--- config.mk ---
export PLATFORM = sky130hd
export DESIGN_NAME = adder_rr_arbiter_flat
export DESIGN_NICKNAME = d
export VERILOG_FILES = /design/src/rtl/adder_rr_arbiter_if.sv /design/src/rtl/adder_rr_arbiter.sv /design/src/flat_wrapper.sv
export SDC_FILE = /design/constraint.sdc
export NUM_CORES = 1
export LEC_CHECK = 0
export CAP_MARGIN = 20
export CORE_UTILIZATION = 40
export CTS_CLUSTER_DIAMETER = 40
export DETAILED_ROUTE_END_ITERATION = 12
export GPL_ROUTABILITY_DRIVEN = 1
export PLACE_DENSITY = 0.8
export SLEW_MARGIN = 20
export SYNTH_ARGS = -nofsm -noshare
export SYNTH_HDL_FRONTEND = slang
export SYNTH_SLANG_ARGS = --single-unit
--- constraint.sdc ---
create_clock -name clk -period 2.1 [get_ports clk]
set_clock_uncertainty 0.05 [all_clocks]
set_input_delay 0.42 -clock clk [delete_from_list [all_inputs] [get_ports clk]]
set_output_delay 0.42 -clock clk [all_outputs]
set_load 0.03 [all_outputs]
--- src/rtl/adder_rr_arbiter_if.sv ---
`default_nettype none
// ============================================================================
//  Module      : adder_rr_arbiter_if
//  Description : Bundles the requester handshakes and the shared-adder bus
//                seen by adder_rr_arbiter.
//                slave  : the arbiter (drives grants, responses, adder operands)
//                master : the environment (clients plus the adder instance)
//  Ports       : req_valid/req_ready/req_a/req_b   request side, NUM_REQ lanes
//                rsp_valid/rsp_ready/rsp_sum       response side
//                add_a/add_b/add_sum               shared adder datapath
//                busy                              arbiter not idle
//  Revision    : 1.0 - initial release
// ============================================================================
interface adder_rr_arbiter_if #(
    parameter int NUM_REQ = 4,
    parameter int WIDTH   = 8
);
    logic [NUM_REQ-1:0]       req_valid;
    logic [NUM_REQ-1:0]       req_ready;
    logic [NUM_REQ*WIDTH-1:0] req_a;
    logic [NUM_REQ*WIDTH-1:0] req_b;
    logic [NUM_REQ-1:0]       rsp_valid;
    logic [NUM_REQ-1:0]       rsp_ready;
    logic [WIDTH-1:0]         rsp_sum;
    logic [WIDTH-1:0]         add_a;
    logic [WIDTH-1:0]         add_b;
    logic [WIDTH-1:0]         add_sum;
    logic                     busy;

    modport slave (
        input  req_valid, req_a, req_b, rsp_ready, add_sum,
        output req_ready, rsp_valid, rsp_sum, add_a, add_b, busy
    );

    modport master (
        output req_valid, req_a, req_b, rsp_ready, add_sum,
        input  req_ready, rsp_valid, rsp_sum, add_a, add_b, busy
    );
endinterface
`default_nettype wire

--- src/rtl/adder_rr_arbiter.sv ---
`default_nettype none
// ============================================================================
//  Module      : adder_rr_arbiter
//  Description : Round-robin arbiter sharing one registered adder among
//                NUM_REQ requesters, one operation in flight at a time.
//                IDLE grants, WAIT covers the adder latency, RESP holds the
//                result until the granted requester accepts it.
//  Ports       : clk   rising-edge clock
//                rstn  asynchronous active-low reset
//                bus   adder_rr_arbiter_if.slave (request, response, adder)
//  Revision    : 1.0 - initial release
// ============================================================================
module adder_rr_arbiter #(
    parameter int NUM_REQ     = 4,
    parameter int WIDTH       = 8,
    parameter int ADD_LATENCY = 1
) (
    input  wire logic         clk,
    input  wire logic         rstn,
    adder_rr_arbiter_if.slave bus
);

    localparam int GW = (NUM_REQ > 1) ? $clog2(NUM_REQ) : 1;
    localparam int CW = $clog2(ADD_LATENCY + 1) + 1;

    typedef enum logic [1:0] {
        S_IDLE = 2'd0,
        S_WAIT = 2'd1,
        S_RESP = 2'd2
    } state_t;

    state_t             state_q, state_d;
    logic [GW-1:0]      last_grant_q, last_grant_d;
    logic [GW-1:0]      grant_q, grant_d;
    logic [CW-1:0]      cnt_q, cnt_d;
    logic [WIDTH-1:0]   add_a_q, add_a_d;
    logic [WIDTH-1:0]   add_b_q, add_b_d;
    logic [WIDTH-1:0]   rsp_sum_q, rsp_sum_d;
    logic [NUM_REQ-1:0] rsp_valid_q, rsp_valid_d;

    logic [NUM_REQ-1:0] w_req_ready;
    logic [GW-1:0]      w_pick;
    logic               w_found;
    logic [WIDTH-1:0]   w_req_a [NUM_REQ];
    logic [WIDTH-1:0]   w_req_b [NUM_REQ];

    for (genvar gi = 0; gi < NUM_REQ; gi++) begin : g_unpack
        assign w_req_a[gi] = bus.req_a[gi*WIDTH +: WIDTH];
        assign w_req_b[gi] = bus.req_b[gi*WIDTH +: WIDTH];
    end

    // Round-robin scan: lowest-priority position is the last requester served,
    // so the search starts one past it and wraps.
    always_comb begin : p_scan
        logic [GW-1:0] w_idx;
        w_found = 1'b0;
        w_pick  = '0;
        w_idx   = '0;
        for (int k = 1; k <= NUM_REQ; k++) begin
            w_idx = GW'((int'(last_grant_q) + k) % NUM_REQ);
            if (!w_found && bus.req_valid[w_idx]) begin
                w_found = 1'b1;
                w_pick  = w_idx;
            end
        end
    end

    always_comb begin : p_next
        state_d      = state_q;
        last_grant_d = last_grant_q;
        grant_d      = grant_q;
        cnt_d        = cnt_q;
        add_a_d      = add_a_q;
        add_b_d      = add_b_q;
        rsp_sum_d    = rsp_sum_q;
        rsp_valid_d  = rsp_valid_q;
        w_req_ready  = '0;
        case (state_q)
            S_IDLE: begin
                // A grant only exists when its valid is high, so ready here
                // is itself the handshake.
                if (w_found) begin
                    w_req_ready[w_pick] = 1'b1;
                    add_a_d = w_req_a[w_pick];
                    add_b_d = w_req_b[w_pick];
                    grant_d = w_pick;
                    cnt_d   = '0;
                    state_d = S_WAIT;
                end
            end
            S_WAIT: begin
                // Operands went out at the grant edge; the adder output is
                // valid ADD_LATENCY edges later, sampled one edge after that.
                if (cnt_q == CW'(ADD_LATENCY)) begin
                    rsp_sum_d            = bus.add_sum;
                    rsp_valid_d          = '0;
                    rsp_valid_d[grant_q] = 1'b1;
                    state_d              = S_RESP;
                end else begin
                    cnt_d = cnt_q + 1'b1;
                end
            end
            S_RESP: begin
                if (bus.rsp_ready[grant_q]) begin
                    rsp_valid_d  = '0;
                    last_grant_d = grant_q;
                    state_d      = S_IDLE;
                end
            end
            default: begin
                state_d = S_IDLE;
            end
        endcase
    end

    always_ff @(posedge clk or negedge rstn) begin
        if (!rstn) begin
            state_q      <= S_IDLE;
            last_grant_q <= GW'(NUM_REQ - 1);
            grant_q      <= '0;
            cnt_q        <= '0;
            add_a_q      <= '0;
            add_b_q      <= '0;
            rsp_sum_q    <= '0;
            rsp_valid_q  <= '0;
        end else begin
            state_q      <= state_d;
            last_grant_q <= last_grant_d;
            grant_q      <= grant_d;
            cnt_q        <= cnt_d;
            add_a_q      <= add_a_d;
            add_b_q      <= add_b_d;
            rsp_sum_q    <= rsp_sum_d;
            rsp_valid_q  <= rsp_valid_d;
        end
    end

    // Grant is combinational from req_valid, so gate it with reset directly.
    assign bus.req_ready = w_req_ready & {NUM_REQ{rstn}};
    assign bus.rsp_valid = rsp_valid_q;
    assign bus.rsp_sum   = rsp_sum_q;
    assign bus.add_a     = add_a_q;
    assign bus.add_b     = add_b_q;
    assign bus.busy      = (state_q != S_IDLE);

endmodule
`default_nettype wire
--- src/flat_wrapper.sv ---
// flat-port wrapper written by rule: the top's interface ports become plain ports
module adder_rr_arbiter_flat 
#(
    parameter int NUM_REQ     = 4,
    parameter int WIDTH       = 8,
    parameter int ADD_LATENCY = 1
)
  (clk, rstn, bus_req_valid, bus_req_a, bus_req_b, bus_rsp_ready, bus_add_sum, bus_req_ready, bus_rsp_valid, bus_rsp_sum, bus_add_a, bus_add_b, bus_busy);
  adder_rr_arbiter_if #(.NUM_REQ(NUM_REQ), .WIDTH(WIDTH)) bus_i ();
  input  wire logic clk;
  input  wire logic rstn;
  input wire logic [$bits(bus_i.req_valid)-1:0] bus_req_valid;
  input wire logic [$bits(bus_i.req_a)-1:0] bus_req_a;
  input wire logic [$bits(bus_i.req_b)-1:0] bus_req_b;
  input wire logic [$bits(bus_i.rsp_ready)-1:0] bus_rsp_ready;
  input wire logic [$bits(bus_i.add_sum)-1:0] bus_add_sum;
  output wire logic [$bits(bus_i.req_ready)-1:0] bus_req_ready;
  output wire logic [$bits(bus_i.rsp_valid)-1:0] bus_rsp_valid;
  output wire logic [$bits(bus_i.rsp_sum)-1:0] bus_rsp_sum;
  output wire logic [$bits(bus_i.add_a)-1:0] bus_add_a;
  output wire logic [$bits(bus_i.add_b)-1:0] bus_add_b;
  output wire logic [$bits(bus_i.busy)-1:0] bus_busy;
  assign bus_i.req_valid = bus_req_valid;
  assign bus_i.req_a = bus_req_a;
  assign bus_i.req_b = bus_req_b;
  assign bus_i.rsp_ready = bus_rsp_ready;
  assign bus_i.add_sum = bus_add_sum;
  assign bus_req_ready = bus_i.req_ready;
  assign bus_rsp_valid = bus_i.rsp_valid;
  assign bus_rsp_sum = bus_i.rsp_sum;
  assign bus_add_a = bus_i.add_a;
  assign bus_add_b = bus_i.add_b;
  assign bus_busy = bus_i.busy;
  adder_rr_arbiter #(.NUM_REQ(NUM_REQ), .WIDTH(WIDTH), .ADD_LATENCY(ADD_LATENCY)) u_core (.clk(clk), .rstn(rstn), .bus(bus_i));
endmodule
==> results_dict.tcl, run 1 <==
set metrics [dict create \
    cp.required_ns 1.63 \
    drive_gt1_share_pct 23.7 \
    synth-compound-area-share_pct 22.2 \
    r2r_end "u_core.bus.add_a[3]" \
    fin_ws_ns -0.159 \
    hold_class "in2async" \
    finalPower_mw 5.46 \
    synthCells 227 \
    ys_ff_latch 36 \
    rsz0062_at_grt "yes" \
    cts.sinks 36 \
    dp_slack_ns -0.276 \
    fin_crit_sh_pct 108 \
    timing_hold_violations_final 0 \
    antenna_found_initial 0 \
    max_freq_ghz 0.443 \
    p_per_area_nw_per_um2 1390 \
    grt_start_max_net_pins 27 \
    dpl.hpwl_um 5010 \
    synthXorXnorAreaFrac_pct 0 \
    yosys_warnings 0 \
    worstPathMaxFanout 3 \
    postSynthAreaPerCell_um2 9.95 \
    dp_cells 425 \
    clkSlewWorstSetupHoldPaths_ns 0.08 \
    leakage_nw 1.65 \
    synth_top_family_by_area "compound AO/OA/AOI/OAI gates" \
    synth_mux_area_share_pct 15.7 \
    ant_nets 0 \
    clk-insertion-delay-late_ns 0.28 \
    synth-async-reset-ratio_pct 100 \
    yosys.area_share.simple_pct 15.4 \
    r2r-start "u_core.last_grant_q[1]" \
    synth_top_area_cell "dfrtp_1" \
    finalSetupViolCount 4 \
    ff2ff_path_depth 8 \
    cts_tree "yes" \
    final_nets 461 \
    grt_pass1_wl_um 11100 \
    io_buffers 114 \
    dieArea_um2 5950 \
    slew_headroom_pct 53.7 \
    synth_fa_ha_area_share_pct 2.22 \
    drt-total-wl_um 7090 \
    netlist_area_um2 2260 \
    drt_iter0_drc 89 \
    grt_overflow 0 \
    violations "negative setup slack" \
    pin_count 115 \
    period_needed_ns 2.26 \
    gp_congestion 0.801 \
    vdd_drop_max_mv 0.775 \
    ys_top_cells_by_count "34 x dfrtp_1, 23 x nand2_1, 20 x o21ai_0" \
    n_antenna_cell 0 \
    cts_buffers 5 \
    area_delta_synth_final_pct 74.2 \
    worst_pin_slew_ns 0.693 \
    grt_pass1_vias 2335 \
    vias_per_cell 5.21 \
    track_usage_pct 23.6 \
    cts_buffer_depth 2 \
    start_util_pct 42.9 \
    worstSetupStartpointType "flip-flop" \
    dr.pass1.iters 4 \
    netlist_top_cells_area "dfrtp_1 38%, mux2i_1 7.1%, mux2_2 7.0%, a21o_1 5.7%, o211ai_1 5.7%" \
    ys_seq_area_share_pct 40.0 \
    slew_violations 0 \
    synth_edf_count 0 \
    r2r_slack_ns 0.12 \
    vias 2323 \
    yosys.cell_types.count 38 \
    die_x_um 77.1 \
    wl_per_cell_um 15.9 \
    die_h_um 77.1 \
    synthesis.nets 313 \
    cap_violations 0 \
    cts_root_buf "clkbuf_8" \
    synth-main-ff-cell "dfrtp_1" \
    fin_cells 446 \
    coreArea_um2 5270 \
    htreeDepth 2 \
    synth_most_common_cell "dfrtp_1" \
    drc 0 \
    synth_top_area_share_pct 37.7 \
    outcome "finished, violations left" \
    worstSetupPathType "reg2out" \
    floorplan.rows 26 \
    setup.worst_path.end_class "output port" \
    fin_util_pct 74.7 \
    arrival_ns 1.79 \
]
-- power by group --
group          switching (mW)  total [mW]  internal [mW]
logic                    1.83        3.57           1.74
registers               0.231        1.28           1.05
clock network           0.263       0.614          0.352
-- registers in the layout (all words and copies together) (netlist names) --
name	flops
u_core.bus.add_a	8
u_core.bus.add_b	8
u_core.bus.rsp_sum	8
u_core.bus.rsp_valid	4
u_core.cnt_q	2
u_core.grant_q	2
u_core.last_grant_q	2
u_core.state_q	2
-- kinds of logic (layout without fill, tap and decap cells) --
| family | Yosys count | after routing |
|---|---|---|
| AOI/OAI and AO/OA | 71 | 71 |
| adders and majority gates | 4 | 4 |
| buffers and inverters | 17 | 166 |
| DFF | 36 | 36 |
| muxes | 32 | 32 |
| and+or+nand+nor | 67 | 67 |
-- stage by stage --
step	hold slack, ns	setup TNS (ns)	area (um2)
2_1_floorplan	0.0744	-0.301	2270
3_3_place_gp	0.366	-4.26	3630
3_5_place_dp	0.366	-5.19	3630
4_1_cts	0.0676	-0.368	3810
5_1_grt	0.0994	-0.792	3940
6_report	0.0951	-0.535	3940
-- area by class of cell --
type / instances / area (um2)
clock buffers: 5 / 68.8
clock inverters: 3 / 42.5
fillers: 406 / 1340
inverters: 7 / 26.3
multi-input cells: 174 / 1320
flip-flops and latches: 36 / 903
well taps: 70 / 87.6
repair buffers: 151 / 1480
-- critical path: stages (launching register included) --
cell	delay (ns)
dfstp_2	0.59
mux2i_4	0.29
o21ai_4	0.10
nor2_4	0.16
nand3_4	0.11
nor2_4	0.11
buf_6	0.13
-- cell usage in the layout, fill, tap and decap left out, types with 2 or more instances in the layout --
cell | netlist | routed
ha_1 | 4 | 3
clkbuf_8 | 0 | 5
nand2b_1 | 4 | 4
a21o_1 | 17 | 17
buf_12 | 1 | 4
mux2i_1 | 16 | 15
nand2_1 | 23 | 23
mux2_2 | 14 | 14
nor2_1 | 10 | 5
nand2_2 | 2 | 2
nand3b_1 | 2 | 2
o211ai_1 | 17 | 17
clkdlybuf4s50_1 | 0 | 104
dlygate4sd2_1 | 0 | 5
dfstp_2 | 2 | 2
dfrtp_1 | 34 | 34
a31oi_1 | 3 | 3
a21oi_1 | 5 | 4
nand3_1 | 17 | 16
inv_1 | 7 | 6
nor3_1 | 2 | 2
nor3b_1 | 3 | 3
buf_6 | 1 | 5
o21ai_0 | 20 | 20
buf_4 | 2 | 31
nor2_4 | 0 | 4
-- metal layers --
metal / vias to the layer above / wire (um) / track usage (%)
li1: 1123 / - / -
met1: 1101 / 2970 / 30.6
met2: 97 / 3610 / 39.3
met3: 2 / 480 / 5.36
met4: 0 / 23 / 6.23
met5: - / 0 / 0
-- worst max path at each step --
| stage | cells after the start | slack, ns | to | start |
|---|---|---|---|---|
| 2_1_floorplan | 7 | -0.08 | bus_req_ready[0] | u_core.last_grant_q[1] |
| 3_3_place_gp | 7 | -0.24 | bus_req_ready[2] | bus_req_valid[1] |
| 3_5_place_dp | 7 | -0.28 | u_core.bus.add_a[3] | bus_req_valid[1] |
| 4_1_cts | 6 | -0.13 | bus_req_ready[0] | u_core.last_grant_q[1] |
| 5_1_grt | 6 | -0.22 | bus_req_ready[0] | u_core.last_grant_q[1] |
| 6_report | 6 | -0.16 | bus_req_ready[0] | u_core.last_grant_q[1] |
-- what timing repair did --
action | in CTS | in global routing
setup buffers | 5 | 8
resized for setup | 14 | 9
setup endpoints to repair | 5 | 20
gates cloned | 0 | 1
pin swaps | 8 | 9
hold buffers | 0 | 0
No activity file was read; power rests on OpenSTA's default activity.
==> run 2: changes to the inputs <==
--- a/config.mk
+++ b/config.mk
@@ -9,9 +9,9 @@
 export CORE_UTILIZATION = 40
 export CTS_CLUSTER_DIAMETER = 40
 export DETAILED_ROUTE_END_ITERATION = 12
-export GPL_ROUTABILITY_DRIVEN = 1
+export GPL_ROUTABILITY_DRIVEN = 0
 export PLACE_DENSITY = 0.8
-export SLEW_MARGIN = 20
+export SLEW_MARGIN = 30
 export SYNTH_ARGS = -nofsm -noshare
 export SYNTH_HDL_FRONTEND = slang
 export SYNTH_SLANG_ARGS = --single-unit
==> results of run 2 <==
Same layout as run 1: the final DEF is identical, and so are final timing and power.
==> patch 1: new RTL, settings of run 1 <==
`ADD_LATENCY` is set to 1 in 2 places; all go to 2.
--- a/src/rtl/adder_rr_arbiter.sv
+++ b/src/rtl/adder_rr_arbiter.sv
@@ -15,3 +15,3 @@
     parameter int WIDTH       = 8,
-    parameter int ADD_LATENCY = 1
+    parameter int ADD_LATENCY = 2
 ) (
--- a/src/flat_wrapper.sv
+++ b/src/flat_wrapper.sv
@@ -5,3 +5,3 @@
     parameter int WIDTH       = 8,
-    parameter int ADD_LATENCY = 1
+    parameter int ADD_LATENCY = 2
 )
Function: changed (Yosys sat finds a counterexample within 4 cycles, from zero or initial values and one cycle with rstn low).
==> patch 1 against run 1 <==
The flow still finishes with violations (setup timing); worst setup slack got worse by 83 ps; die area rose by 1.2%; power rose by 1.3%; routed wire length rose by 4.4%; critical path type unchanged; cell area rose by 1.6%; sequential cell count rose by 1; largest power group unchanged; area after synthesis rose by 1.2%; non-clock buffer count fell by 5.
==> patch 1: results (changes against run 1) <==
Total Neg Setup Slack -797 ps (-262 ps); H-tree levels 2 (unchanged); status complete, but fails checks; initial antenna violation count 0 (unchanged); Synth Area in Compound Gates 20.3% (-1.9 points); leak pwr 1.70 nW (+3.1%); Final setup viols 4 (unchanged); vias in the first global route 2500 (+7.1%); met1 usage 30.1% (-0.48 points); peak supply drop 0.599 mV (-23%); Final #Nets 460 (-0.22%); DP Wirelength 5510 um (+10%); commonest cells in the netlist dfrtp_1, nand2_1, o21ai_0; antenna cells 0 (unchanged); first-pass GRT wire length 12000 um (+7.5%); adder-cell area share of the yosys netlist 2.74% (+0.52 points); Synth cell types 39 (+2.6%); PortBufs 114 (unchanged); GPL Wtd Cong 0.797 (-0.47%); gr usage total 25.8% (+2.3 points); Area contributors post-synth dfrtp_1, mux2i_1, a21o_1; Synthesized Nets 319 (+1.9%); sequential area share after synthesis 40.6% (+0.61 points); met2 Use GR 45.6% (+6.3 points); clock slew at reported path FFs 80 ps (about the same); xor/xnor cell area share of the yosys netlist 0% (unchanged); hold crit path type in -> async; fillers 404 (-0.49%); vias per cell 5.30 (+1.8%); largest net degree at the start of global routing 38 (+41%); Initial DRC Count 82 (-7.9%); met3 Usage GRT 4.82% (-0.53 points); largest fanout on the critical path 5 (+2); Max Buffers Root-to-Sink 2 (unchanged); final setup margin -242 ps (-82.7 ps); Worst EP arrival 1870 ps (+80 ps); WL per Instance 16.6 um (+4.4%); insertion delay to the later sink of the worst-skew pair 300 ps (+20 ps); share of post-route cells with drive strength above 1 19.5% (-4.2 points); violated checks setup timing; relative slew slack 67.3% (+14 points); multiplexer area fraction after synthesis 15.9% (+0.25 points); clk root buf clkbuf_8; Pre-antenna DRT Iters 4 (unchanged)
## patch 1: cell count changes in the layout (fill, tap and decap cells not counted), moves of 3 or more
cell / before / now
nor2_4: 4 / 0
nand2_1: 23 / 28
buf_4: 31 / 23
mux2_2: 14 / 10
o21ai_0: 20 / 9
nand2b_1: 4 / 1
mux2_1: 0 / 4
o21ai_1: 0 / 12
## patch 1: repair_timing
action                                  4_1_cts  5_1_grt
buffers inserted                              3        2
pin swaps                                     7        3
endpoints found under the setup margin        5        4
resized for setup                            13       12
## patch 1: critical path, cell delays in order, from the launching register on
cell	delay [ps]
dfstp_2	610
mux2i_4	280
o2bb2ai_4	150
nor4_4	370
buf_12	160
## patch 1: final timing paths
check	endpoint	slack (ps)	from	depth (start not counted)
min in group clk	u_core.bus.rsp_valid[3]	450	u_core.bus.rsp_valid[3]	1
setup reg to reg	u_core.bus.add_b[3]	50	u_core.last_grant_q[1]	8
setup / recovery	bus_req_ready[2]	-240	u_core.last_grant_q[1]	4
hold / removal	u_core.bus.add_a[1]	170	rstn	2
hold reg to reg	u_core.bus.rsp_valid[3]	450	u_core.bus.rsp_valid[3]	1
max in group asynchronous	u_core.last_grant_q[1]	1460	rstn	2
## patch 1: stage by stage
step	hold slack (ps)	instances	setup WS (ps)	area (um2)	util (%)
2_1_floorplan	74.4	232	-40.3	2360	-
3_3_place_gp	428	433	-280	3770	68.5
3_5_place_dp	435	433	-303	3770	68.5
4_1_cts	194	444	-238	3970	72.1
5_1_grt	213	446	-301	4000	72.6
6_report	172	446	-242	4000	72.6
## patch 1: where the power goes
part | internal [mW] | leakage, nW | switching (mW)
clock | 0.479 | 0.0687 | 0.292
sequential | 1.07 | 0.453 | 0.243
combinational | 1.63 | 1.17 | 1.82
total | 3.18 | 1.70 | 2.35
## patch 1: metal layers
layer	routed length, um	vias to the layer above
met3	353	22
met5	0	-
met1	2970	1122
met4	258	0
li1	-	1132
met2	3820	88
## patch 1: layout make-up
cell class / instances / area (um2) / area share, %
Timing Repair Buffer: 146 / 1460 / 36.6
Inverter: 7 / 26.3 / 0.657
Clock inverter: 3 / 68.8 / 1.72
Clock buffer: 5 / 68.8 / 1.72
Multi-Input combinational cell: 176 / 1350 / 33.8
Sequential cell: 37 / 928 / 23.2
Tap cell: 72 / 90.1 / 2.25
## patch 1: logic make-up (layout without fill, tap and decap cells)
family          after synthesis  in the layout
buf+inv                      19            161
mux                          33             33
flops                        37             37
compound gates               68             68
simple gates                 70             70
fa+ha+maj                     5              5
==> patch 2: new RTL, config.mk and constraints of run 1 <==
Without the edit above. `rsp_sum_q` no longer has a reset.
--- a/src/rtl/adder_rr_arbiter.sv
+++ b/src/rtl/adder_rr_arbiter.sv
@@ -123,3 +123,2 @@
             add_b_q      <= '0;
-            rsp_sum_q    <= '0;
             rsp_valid_q  <= '0;
@@ -132,5 +131,8 @@
             add_b_q      <= add_b_d;
-            rsp_sum_q    <= rsp_sum_d;
             rsp_valid_q  <= rsp_valid_d;
         end
+    end
+
+    always_ff @(posedge clk) begin
+        rsp_sum_q <= rsp_sum_d;
     end
Function: differs if rstn is asserted again (counterexample within 4 cycles, from zero or initial values and one cycle with rstn low); with rstn held inactive, the same outputs for 10 cycles.
==> patch 2 against run 1 <==
The flow still finishes with violations (setup timing); power down 7.9%; non-clock buffer count fell by 3; sequential cell count did not move; sequential share of layout area up 0.98 points; worst hold slack better by 350 ps; cell area up 0.16%; core utilization grew 0.58 points; routed wire length decreased by 5.6%; worst setup slack got worse by 230 ps; area after synthesis fell by 0.72%; largest cell class unchanged; largest power group unchanged.
==> patch 2: results (changes against run 1) <==
commonest cells in the netlist dfrtp_1, nand2_1, a21o_1; worst reg2reg setup slack -220 ps (-340 ps); GPL Wtd Cong 0.794 (-0.89%); violated checks setup timing; Final setup viols 20 (+16); worst reg2reg path depth 12 (+4); Area contributors post-synth dfrtp_1, edfxtp_1, mux2i_1; P_clk 0.479 mW (-22%); Clock power frac 9.5% (-1.7 points); status complete, but fails checks; vias in the first global route 2321 (-0.60%); gr usage total 22.9% (-0.70 points); largest fanout on the critical path 2 (-1); share of post-route cells with drive strength above 1 22.7% (-0.93 points); WL per Instance 15.4 um (-3.2%); Multi-In Gates 164 (-5.7%); sequential area share after synthesis 42.1% (+2.1 points); fillers 387 (-4.7%); DP Wirelength 4940 um (-1.4%); Slew @ Worst Pin 344 ps (-350 ps); Worst EP arrival 2020 ps (+230 ps); Post-synth EDFFs 8 (+8); reg-to-reg critical path endpoint u_core.bus.add_b[1]; final-layout clock buffer total 5 (unchanged); first-pass GRT wire length 10600 um (-4.6%); largest net degree at the start of global routing 29 (+7.4%); Post-Syn Area per Cell 10.2 um2 (+2.4%); Synthesized Nets 306 (-2.2%); vias per cell 5.28 (+1.3%); peak supply drop 0.722 mV (-6.8%); final setup margin -390 ps (-231 ps); Synth cell types 47 (+24%); initial antenna violation count 0 (unchanged); die area 5910 um2 (-0.70%); cell count after placement 418 (-1.6%); clock slew at reported path FFs approximately 70 ps; PortBufs 114 (unchanged); leak pwr 1.62 nW (-1.2%); multi-input gate share of the layout cell area 33.3% (-0.34 points); P_int 2.85 mW (-9.4%); asr flop ratio synth 77.8% (-22 points); Seq/total area 23.9% (+0.98 points); Total Neg Setup Slack -4240 ps (-3700 ps); combinational gate power 3.32 mW (-7.0%); DP Area 3650 um2 (+0.52%); Initial DRC Count 76 (-15%); nonclk inv count 9 (+2); pre-CTS setup slack -379 ps (-103 ps); Multi-input gate area 1310 um2 (-0.85%); H-tree levels 2 (unchanged); final std cells w/o fill 435 (-2.5%); bufs w/o clock 148 (-2.0%); clock network area share 2.22% (-0.61 points); buffer share of cell area 37.5% (-0.22 points); hold crit path type reg -> reg; Final #Nets 450 (-2.4%); antenna cells 0 (unchanged)
patch 2: cell types whose count changed in the layout (fill, tap and decap cells not counted), moves of 4 or more:
cell	change
buf_4	-6
mux2_1	+4
mux2_2	-12
o21ai_0	-18
edfxtp_1	+8
dfrtp_1	-8
o21ai_2	+14
patch 2: how the worst min path moves through the flow:
stage / startpoint / end / slack, ps / depth (start not counted)
floorplan: rstn / u_core.bus.add_a[0] / 70 / 0
global placement: u_core.bus.rsp_valid[0] / u_core.bus.rsp_valid[0] / 420 / 1
detailed placement: u_core.bus.add_a[1] / u_core.bus.add_a[1] / 440 / 2
CTS: u_core.bus.add_a[1] / u_core.bus.add_a[1] / 450 / 2
global route: u_core.bus.add_a[0] / u_core.bus.add_a[0] / 470 / 2
finish: u_core.bus.add_b[4] / u_core.bus.add_b[4] / 440 / 2
patch 2: cell families after synthesis:
logic type | Yosys count | share of synthesized area (%)
AOI/OAI and AO/OA | 69 | 22.3
and+or+nand+nor | 67 | 16.1
DFF | 36 | 42.1
muxes | 24 | 12.2
buffers and inverters | 20 | 5.19
adders and majority gates | 4 | 2.23
patch 2: per-layer routing:
metal,GRT usage [%],wire length [um],up-vias
li1,-,-,1099
met3,7.02,629,16
met1,25.8,2560,1070
met4,8.65,178,0
met2,40.2,3330,110
met5,0,0,-
patch 2: worst max-delay path: stages (launching register included):
cell	delay, ps
dfstp_2	580
mux2i_4	280
a2bb2oi_4	160
o21ai_2	80
or3_4	380
nor2_4	120
buf_6	130
patch 2: timing repair:
| action | 4_1_cts | 5_1_grt |
|---|---|---|
| resized for setup | 19 | 30 |
| pin swaps | 6 | 2 |
| gates cloned | 0 | 1 |
| endpoints found under the setup margin | 5 | 20 |
| buffers inserted | 6 | 3 |
